==> src/rtl/ex_muldiv_seq.sv <==
// Iterative RV32M multiply/divide sequencer for the EX stage.
// Radix-2 shift-add multiply, restoring divide; stalls EX until a one-cycle result strobe.
module ex_muldiv_seq #(
    parameter int unsigned XLEN  = 32,
    parameter int unsigned CNT_W = 6
) (
    input  logic            iClk,
    input  logic            iRst,
    input  logic            iEn,
    input  logic            iStart,
    input  logic [2:0]      iFunc3,
    input  logic [XLEN-1:0] iA,
    input  logic [XLEN-1:0] iB,
    input  logic            iFlush,
    output logic            oStall,
    output logic            oBusy,
    output logic            oDone,
    output logic [XLEN-1:0] oResult
);

    typedef enum logic [1:0] {StIdle, StCalc, StFix, StDone} state_e;

    state_e                state_q, state_d;
    logic [CNT_W-1:0]      cnt_q, cnt_d;
    logic [2:0]            func_q, func_d;
    logic                  neg_q, neg_d;
    logic [XLEN-1:0]       op_q, op_d;
    logic [2*XLEN-1:0]     acc_q, acc_d;
    logic [XLEN-1:0]       res_q, res_d;

    // Operand decode at issue
    logic            signed_a, signed_b, a_neg, b_neg, is_div, div_zero, div_ovf;
    logic [XLEN-1:0] a_mag, b_mag, spec_res;

    always_comb begin
        signed_a = (iFunc3 == 3'b001) || (iFunc3 == 3'b010) ||
                   (iFunc3 == 3'b100) || (iFunc3 == 3'b110);
        signed_b = (iFunc3 == 3'b001) || (iFunc3 == 3'b100) || (iFunc3 == 3'b110);
        a_neg    = signed_a & iA[XLEN-1];
        b_neg    = signed_b & iB[XLEN-1];
        a_mag    = a_neg ? -iA : iA;
        b_mag    = b_neg ? -iB : iB;
        is_div   = iFunc3[2];
        div_zero = is_div && (iB == '0);
        div_ovf  = is_div && !iFunc3[0] && (iA == {1'b1, {(XLEN-1){1'b0}}}) && (iB == '1);
        if (div_zero) begin
            spec_res = iFunc3[1] ? iA : '1;
        end else begin
            spec_res = iFunc3[1] ? '0 : {1'b1, {(XLEN-1){1'b0}}};
        end
    end

    // One iteration of each datapath; acc holds {hi, lo} for multiply, {rem, quot} for divide
    logic [XLEN:0]     mul_sum, div_trial;
    logic [2*XLEN-1:0] mul_next, div_next;

    always_comb begin
        mul_sum   = {1'b0, acc_q[2*XLEN-1:XLEN]} + (acc_q[0] ? {1'b0, op_q} : '0);
        mul_next  = {mul_sum, acc_q[XLEN-1:1]};
        div_trial = {acc_q[2*XLEN-1:XLEN], acc_q[XLEN-1]} - {1'b0, op_q};
        if (div_trial[XLEN]) begin
            div_next = {acc_q[2*XLEN-2:0], 1'b0};
        end else begin
            div_next = {div_trial[XLEN-1:0], acc_q[XLEN-2:0], 1'b1};
        end
    end

    // Sign correction and result selection
    logic [2*XLEN-1:0] prod_fix;
    logic [XLEN-1:0]   div_sel, div_fix, fix_res;

    always_comb begin
        prod_fix = neg_q ? -acc_q : acc_q;
        div_sel  = func_q[1] ? acc_q[2*XLEN-1:XLEN] : acc_q[XLEN-1:0];
        div_fix  = neg_q ? -div_sel : div_sel;
        if (func_q[2]) begin
            fix_res = div_fix;
        end else if (func_q[1:0] == 2'b00) begin
            fix_res = prod_fix[XLEN-1:0];
        end else begin
            fix_res = prod_fix[2*XLEN-1:XLEN];
        end
    end

    always_comb begin
        state_d = state_q;
        cnt_d   = cnt_q;
        func_d  = func_q;
        neg_d   = neg_q;
        op_d    = op_q;
        acc_d   = acc_q;
        res_d   = res_q;
        if (iFlush) begin
            state_d = StIdle;
        end else if (iEn) begin
            unique case (state_q)
                StIdle: begin
                    if (iStart) begin
                        func_d = iFunc3;
                        // REM follows the dividend sign; everything else the operand XOR
                        neg_d  = (is_div && iFunc3[1]) ? a_neg : (a_neg ^ b_neg);
                        if (div_zero || div_ovf) begin
                            res_d   = spec_res;
                            state_d = StDone;
                        end else begin
                            op_d    = is_div ? b_mag : a_mag;
                            acc_d   = {{XLEN{1'b0}}, (is_div ? a_mag : b_mag)};
                            cnt_d   = '0;
                            state_d = StCalc;
                        end
                    end
                end
                StCalc: begin
                    acc_d = func_q[2] ? div_next : mul_next;
                    cnt_d = cnt_q + 1'b1;
                    if (cnt_q == CNT_W'(XLEN - 1)) begin
                        state_d = StFix;
                    end
                end
                StFix: begin
                    res_d   = fix_res;
                    state_d = StDone;
                end
                StDone: begin
                    state_d = StIdle;
                end
                default: state_d = StIdle;
            endcase
        end
    end

    always_ff @(posedge iClk) begin
        if (iRst) begin
            state_q <= StIdle;
            cnt_q   <= '0;
            func_q  <= '0;
            neg_q   <= 1'b0;
            op_q    <= '0;
            acc_q   <= '0;
            res_q   <= '0;
        end else begin
            state_q <= state_d;
            cnt_q   <= cnt_d;
            func_q  <= func_d;
            neg_q   <= neg_d;
            op_q    <= op_d;
            acc_q   <= acc_d;
            res_q   <= res_d;
        end
    end

    assign oStall  = ((state_q == StIdle) && iStart) || (state_q == StCalc) ||
                     (state_q == StFix);
    assign oBusy   = (state_q != StIdle);
    assign oDone   = (state_q == StDone);
    assign oResult = res_q;

endmodule

==> config.mk <==
export PLATFORM = sky130hd
export DESIGN_NAME = ex_muldiv_seq
export DESIGN_NICKNAME = d
export VERILOG_FILES = /design/src/rtl/ex_muldiv_seq.sv
export SDC_FILE = /design/constraint.sdc
export NUM_CORES = 1
export LEC_CHECK = 0
export CORE_ASPECT_RATIO = 1.2
export CORE_MARGIN = 4
export CORE_UTILIZATION = 35
export DETAILED_ROUTE_END_ITERATION = 12
export GPL_TIMING_DRIVEN = 0
export PLACE_DENSITY_LB_ADDON = 0.08
export SLEW_MARGIN = 25
export SYNTH_ARGS = -nofsm -noshare
export SYNTH_HDL_FRONTEND = slang
export SYNTH_SLANG_ARGS = --single-unit
==> constraint.sdc <==
create_clock -name iClk -period 10.3 [get_ports iClk]
set_input_delay 2.06 -clock iClk [delete_from_list [all_inputs] [get_ports iClk]]
set_output_delay 2.06 -clock iClk [all_outputs]
set_load 0.01 [all_outputs]
# Word level (Yosys, flattened, before mapping)
# Index checks and enable logic that the tools add are counted.
# word_totals
regBits	140
in_bits	72
out_inout_bits	35
elab_cells	89
# op_classes
add_sub_neg	7
eq_ne	14
n_mux	29
n_bitwise	5
n_reduce_logical	27
# op_table
op	n
$mux W32	14
$mux W64	5
$pmux W64 S2	1
$neg A32 Y32	3
$eq A32 B32 Y1 const B	2
$neg A64 Y64	1
$pmux W32 S2	1
$add A32 B32 Y33	1
$sub A33 B32 Y33	1
$logic_not A32 Y1	1
$reduce_and A5 Y1	3
$mux W6	2
$pmux W6 S2	1
$logic_or A1 B1 Y1	8
$ne A2 B2 Y1 const B	4
$pmux W2 S4	1
$add A6 B1 Y6 const B	1
$eq A3 B3 Y1 const B	2
$eq A6 B5 Y1 const B	1
$logic_and A1 B1 Y1	6
$mux W2	3
$reduce_bool A2 Y1	3
$eq A2 B2 Y1 const B	2
$logic_not A2 Y1	2
other kinds (11)	13

# Longest topological paths before layout
# depth
depth_word	10
ltp_mapped	15
mapped_depth_nobuf	13

# Worst setup path before layout
# OpenSTA, ideal clock, no wires.
# synth_path
path_kind	in2reg
start	input port iA[9]
end	register acc_q[43]
setup_time_ps	126
t_arrival_ps	4414
required_ps	10174
slack_ps	5761
path_stages	9
path_buffers	1
cell_sequence	or4_1 nor4b_4 nand4_1 o31a_1 a41oi_1 nor2_1 nand2_1 clkbuf_2 o21ai_0
# synth_between
elab_chain_len	6
# synth_lines
item	line_no	rtl
start: declaration	12	input logic [XLEN-1:0] iA,
$eq A32 B32 Y1	45	div_ovf = is_div && !iFunc3[0] && (iA == {1'b1, {(XLEN-1){1'b0}}}) && (iB == '1);
$logic_and A1 B1 Y1 (2 in series)	45	
$logic_or A1 B1 Y1	102	if (div_zero || div_ovf) begin
$ne A2 B2 Y1 (no line)	-	
$reduce_and A5 Y1 (no line)	-	
end signal: assignment	139	acc_q <= '0;
end signal: assignment	147	acc_q <= acc_d;
end: declaration	28	logic [2*XLEN-1:0] acc_q, acc_d;
# No other way between the ends.
# A chain may end at the register's enable or synchronous reset.

# Worst setup path in the final report
# layout_path
start	input port iB[5]
end	register acc_q[55]
# layout_between
elab_chain_len	5
elab_cells_between_ends	7
classes_between	eq/ne (2); reduce/logical (5)
# layout_lines
item	line_no	rtl
start: declaration	13	input logic [XLEN-1:0] iB,
$eq A32 B32 Y1 or $logic_not A32 Y1 (tied branches)	45, 44	
$logic_and A1 B1 Y1, on equally long branches	45, 44	
$logic_or A1 B1 Y1 (*)	102	
$ne A2 B2 Y1 (no line) (*)	-	
$reduce_and A5 Y1 (no line) (*)	-	
# Every way passes the cells marked *; elsewhere a longest branch is shown, timed or not.

==> impl_summary.log <==
INFO  metric setup_viol = 0
INFO  metric critical_path.startpoint = iB[5]
INFO  metric clkSinkCount = 140
INFO  metric timing_worst_slew_pin_value = 1.04 ns
INFO  metric route.vias.total = 18745
INFO  metric die-width = 202 um
INFO  metric leakagePower = 6.48 nW
INFO  metric power.ir.vdd_worst = 106 uV
INFO  metric core_area = 44800 um^2
INFO  metric drt_first_pass_iters = 6
INFO  metric drive_gt1_frac = 0.0467
INFO  metric gp_congestion = 1.01
INFO  metric start_util = 0.354
INFO  metric path_max_fanout = 10
INFO  metric hold_path.class = reg2reg
INFO  metric drt_drc_violations_left = 0
INFO  metric mostFrequentLayoutCell = sky130_fd_sc_hd__nor2_1
INFO  metric post_cts_buffers = 0
INFO  metric layout.cells.most_common_list = sky130_fd_sc_hd__nor2_1, sky130_fd_sc_hd__nand2_1, sky130_fd_sc_hd__o21ai_0
INFO  metric worst_setup_path_start_kind = input pin
INFO  metric gr-usage-all-layers = 0.328
INFO  metric max_cap_viol_count = 0
INFO  metric ant_nets = 0
INFO  metric die_outline_area = 48700 um^2
INFO  metric unrepaired_setup_endpoints_after_global_routing = no
INFO  metric number_of_cell_rows = 85
INFO  metric synth-edff-count = 0
INFO  metric syn-cell-area = 15800 um^2
INFO  metric worstPathArrival = 6.37 ns
INFO  metric tritoncts = done
INFO  metric ys.flop_type = sky130_fd_sc_hd__dfxtp_1
INFO  metric finalWorstPathRequiredPeriod = 6.04 ns
INFO  metric clkLatencyLatePin = 0.46 ns
INFO  metric nNetsFinal = 2532
INFO  metric async_reset_ff_frac = 0
INFO  metric period_share = 0.587
INFO  metric clock_path_buffers = 2
INFO  metric clock_tree.root_cell = sky130_fd_sc_hd__clkbuf_16
INFO  metric via_per_inst = 6.23
INFO  metric fin_tns_setup = 0 ns
INFO  metric dp_area = 17600 um^2
INFO  metric seq_area_frac_synth = 0.177
INFO  metric slew_headroom = 0.302
INFO  metric outcome = finished, final reports clean
INFO  metric hpwlAfterDp = 66900 um
INFO  metric post_synth_cell_types = 88
INFO  metric syn_to_final_growth = 15.1%
INFO  metric numCtsBuffers = 17
INFO  metric detail_route.iter0.violations = 2112
INFO  metric die_h = 241 um
INFO  metric cts_hold_repair.buffers = 0
INFO  metric power-per-cell-area = 103 nW/um^2
INFO  metric critical_path_required = 10.63 ns
INFO  metric first_global_vias = 17583
INFO  metric global_route.overflow_total = 0
INFO  metric final_hold_viol_count = 0
INFO  metric yosys_register_bits = 140
INFO  metric worstHoldStart = op_q[21]
INFO  metric grt_first_pass_wirelength = 120000 um
INFO  metric stdcell_area = 18200 um^2
INFO  metric final_clock_skew = 0.0133 ns
INFO  metric syn-instance-count = 2264
INFO  metric finalMaxSlewViolations = 0
INFO  metric antenna_found_initial = 2
INFO  metric worst_path_class_setup = in2reg
INFO  metric path_clk_slew = 0.08 ns
INFO  metric port_buffers = 101
INFO  metric finalWirelength = 83200 um
INFO  metric timing.rr.start = func_q[1]
INFO  metric top_level_ports = 107
INFO  metric wl_per_cell = 27.7 um
INFO  metric maximum_number_of_pins_on_one_net_before_global_route_repair = 17
INFO  metric fmaxAchievable = 165 MHz
INFO  metric synth-warning-count = 0
INFO  metric syn-num-nets = 2412
INFO  metric post_cts_resized = 0
INFO  metric cts_max_level = 4
INFO  metric syn_avg_cell_area = 6.99 um^2
INFO  metric worst_setup_path_end_kind = register
-- critical path, stage by stage --
cell and delay, ns:
sky130_fd_sc_hd__clkdlybuf4s50_1 0.51, sky130_fd_sc_hd__or4_1 0.68, sky130_fd_sc_hd__nor3_1 0.69, sky130_fd_sc_hd__nand4_1 0.38, sky130_fd_sc_hd__o31a_1 0.30, sky130_fd_sc_hd__a41oi_1 0.55, sky130_fd_sc_hd__nor2_1 0.20, sky130_fd_sc_hd__nand2_1 0.49
sky130_fd_sc_hd__buf_2 0.36, sky130_fd_sc_hd__o21ai_0 0.13
-- registers in the layout, indices dropped and copies added (netlist names) --
| register | cells |
|---|---|
| cnt_q | 6 |
| neg_q | 1 |
| op_q | 32 |
| func_q | 3 |
| acc_q | 64 |
| state_q | 2 |
| oResult | 32 |
-- area by class of cell --
type                            instances  area, um^2
Fill cell                            4844       26600
Multi-Input combinational cell       1869       12000
Sequential cell                       140        2800
Timing Repair Buffer                  101        1010
Tap cell                              609         762
Buffer                                180         718
Clock buffer                           17         425
Inverter                               75         282
Clock inverter                         15         179
Antenna cell                            1        2.50
-- final timing paths --
path	endpoint	slack (ns)	depth (start not counted)
max	acc_q[55]	4.26	10
min	op_q[21]	0.46	2
max reg2reg	oResult[30]	4.43	15
min reg2reg	op_q[21]	0.46	2
-- cell usage after synthesis, drive strengths merged (15+ instances only) --
| cell type | number | share of area |
|---|---|---|
| nor2 | 253 | 0.060 |
| nand2 | 220 | 0.052 |
| o21ai | 201 | 0.064 |
| a21oi | 168 | 0.053 |
| clkbuf | 148 | 0.035 |
| dfxtp | 140 | 0.18 |
| xnor2 | 105 | 0.058 |
| nor3 | 85 | 0.028 |
| mux2i | 79 | 0.050 |
| xor2 | 78 | 0.043 |
| ha | 74 | 0.058 |
| inv | 74 | 0.018 |
| a211oi | 55 | 0.027 |
| o31ai | 40 | 0.020 |
| nand3 | 39 | 0.012 |
| o211ai | 38 | 0.018 |
| nand4 | 33 | 0.013 |
| buf | 32 | 0.010 |
| a21o | 29 | 0.014 |
| a31oi | 28 | 0.011 |
| or3 | 25 | 0.010 |
| mux2 | 24 | 0.017 |
| a22oi | 22 | 0.010 |
| nand2b | 20 | 0.0079 |
| nor4 | 20 | 0.0087 |
| and3 | 19 | 0.0075 |
| o41ai | 19 | 0.013 |
| or4 | 18 | 0.0097 |
| a311oi | 16 | 0.0089 |
| o21a | 15 | 0.0071 |
-- metrics by stage --
step	worst slack [ns]	hold WS, ns	instances	util	power [mW]
after floorplan	5.76	0.432	2264	-	0.968
after global placement	3.83	0.443	2974	0.393	1.21
after detailed placement	3.84	0.447	2974	0.393	1.21
after CTS	4.31	0.457	3006	0.407	1.86
after global routing	4.25	0.483	3006	0.407	1.94
final	4.26	0.457	3007	0.407	1.88
-- cells by family (layout without fill, tap and decap cells) --
group,after synthesis,in the layout,share of synthesized area
mux,103,103,0.0670
compound gates,721,721,0.295
simple gates,786,786,0.235
xor+xnor,183,183,0.101
fa+ha+maj,76,76,0.0610
other cells,0,1,0
buf+inv,255,388,0.0631
flops,140,140,0.177
-- routing by layer --
metal,vias up,wire length [um],track usage
li1,8498,-,-
met1,9054,35200,0.433
met2,1001,37100,0.530
met3,188,6430,0.0527
met4,4,4520,0.153
met5,-,33,0
-- report_power, final --
part / internal, mW / switching, mW / leakage [nW]
Clock: 0.348 / 0.315 / 0.297
Combinational: 0.218 / 0.437 / 5.05
Sequential: 0.554 / 0.0132 / 1.13
Total: 1.12 / 0.765 / 6.48
Power figures use the tool's default switching activity.
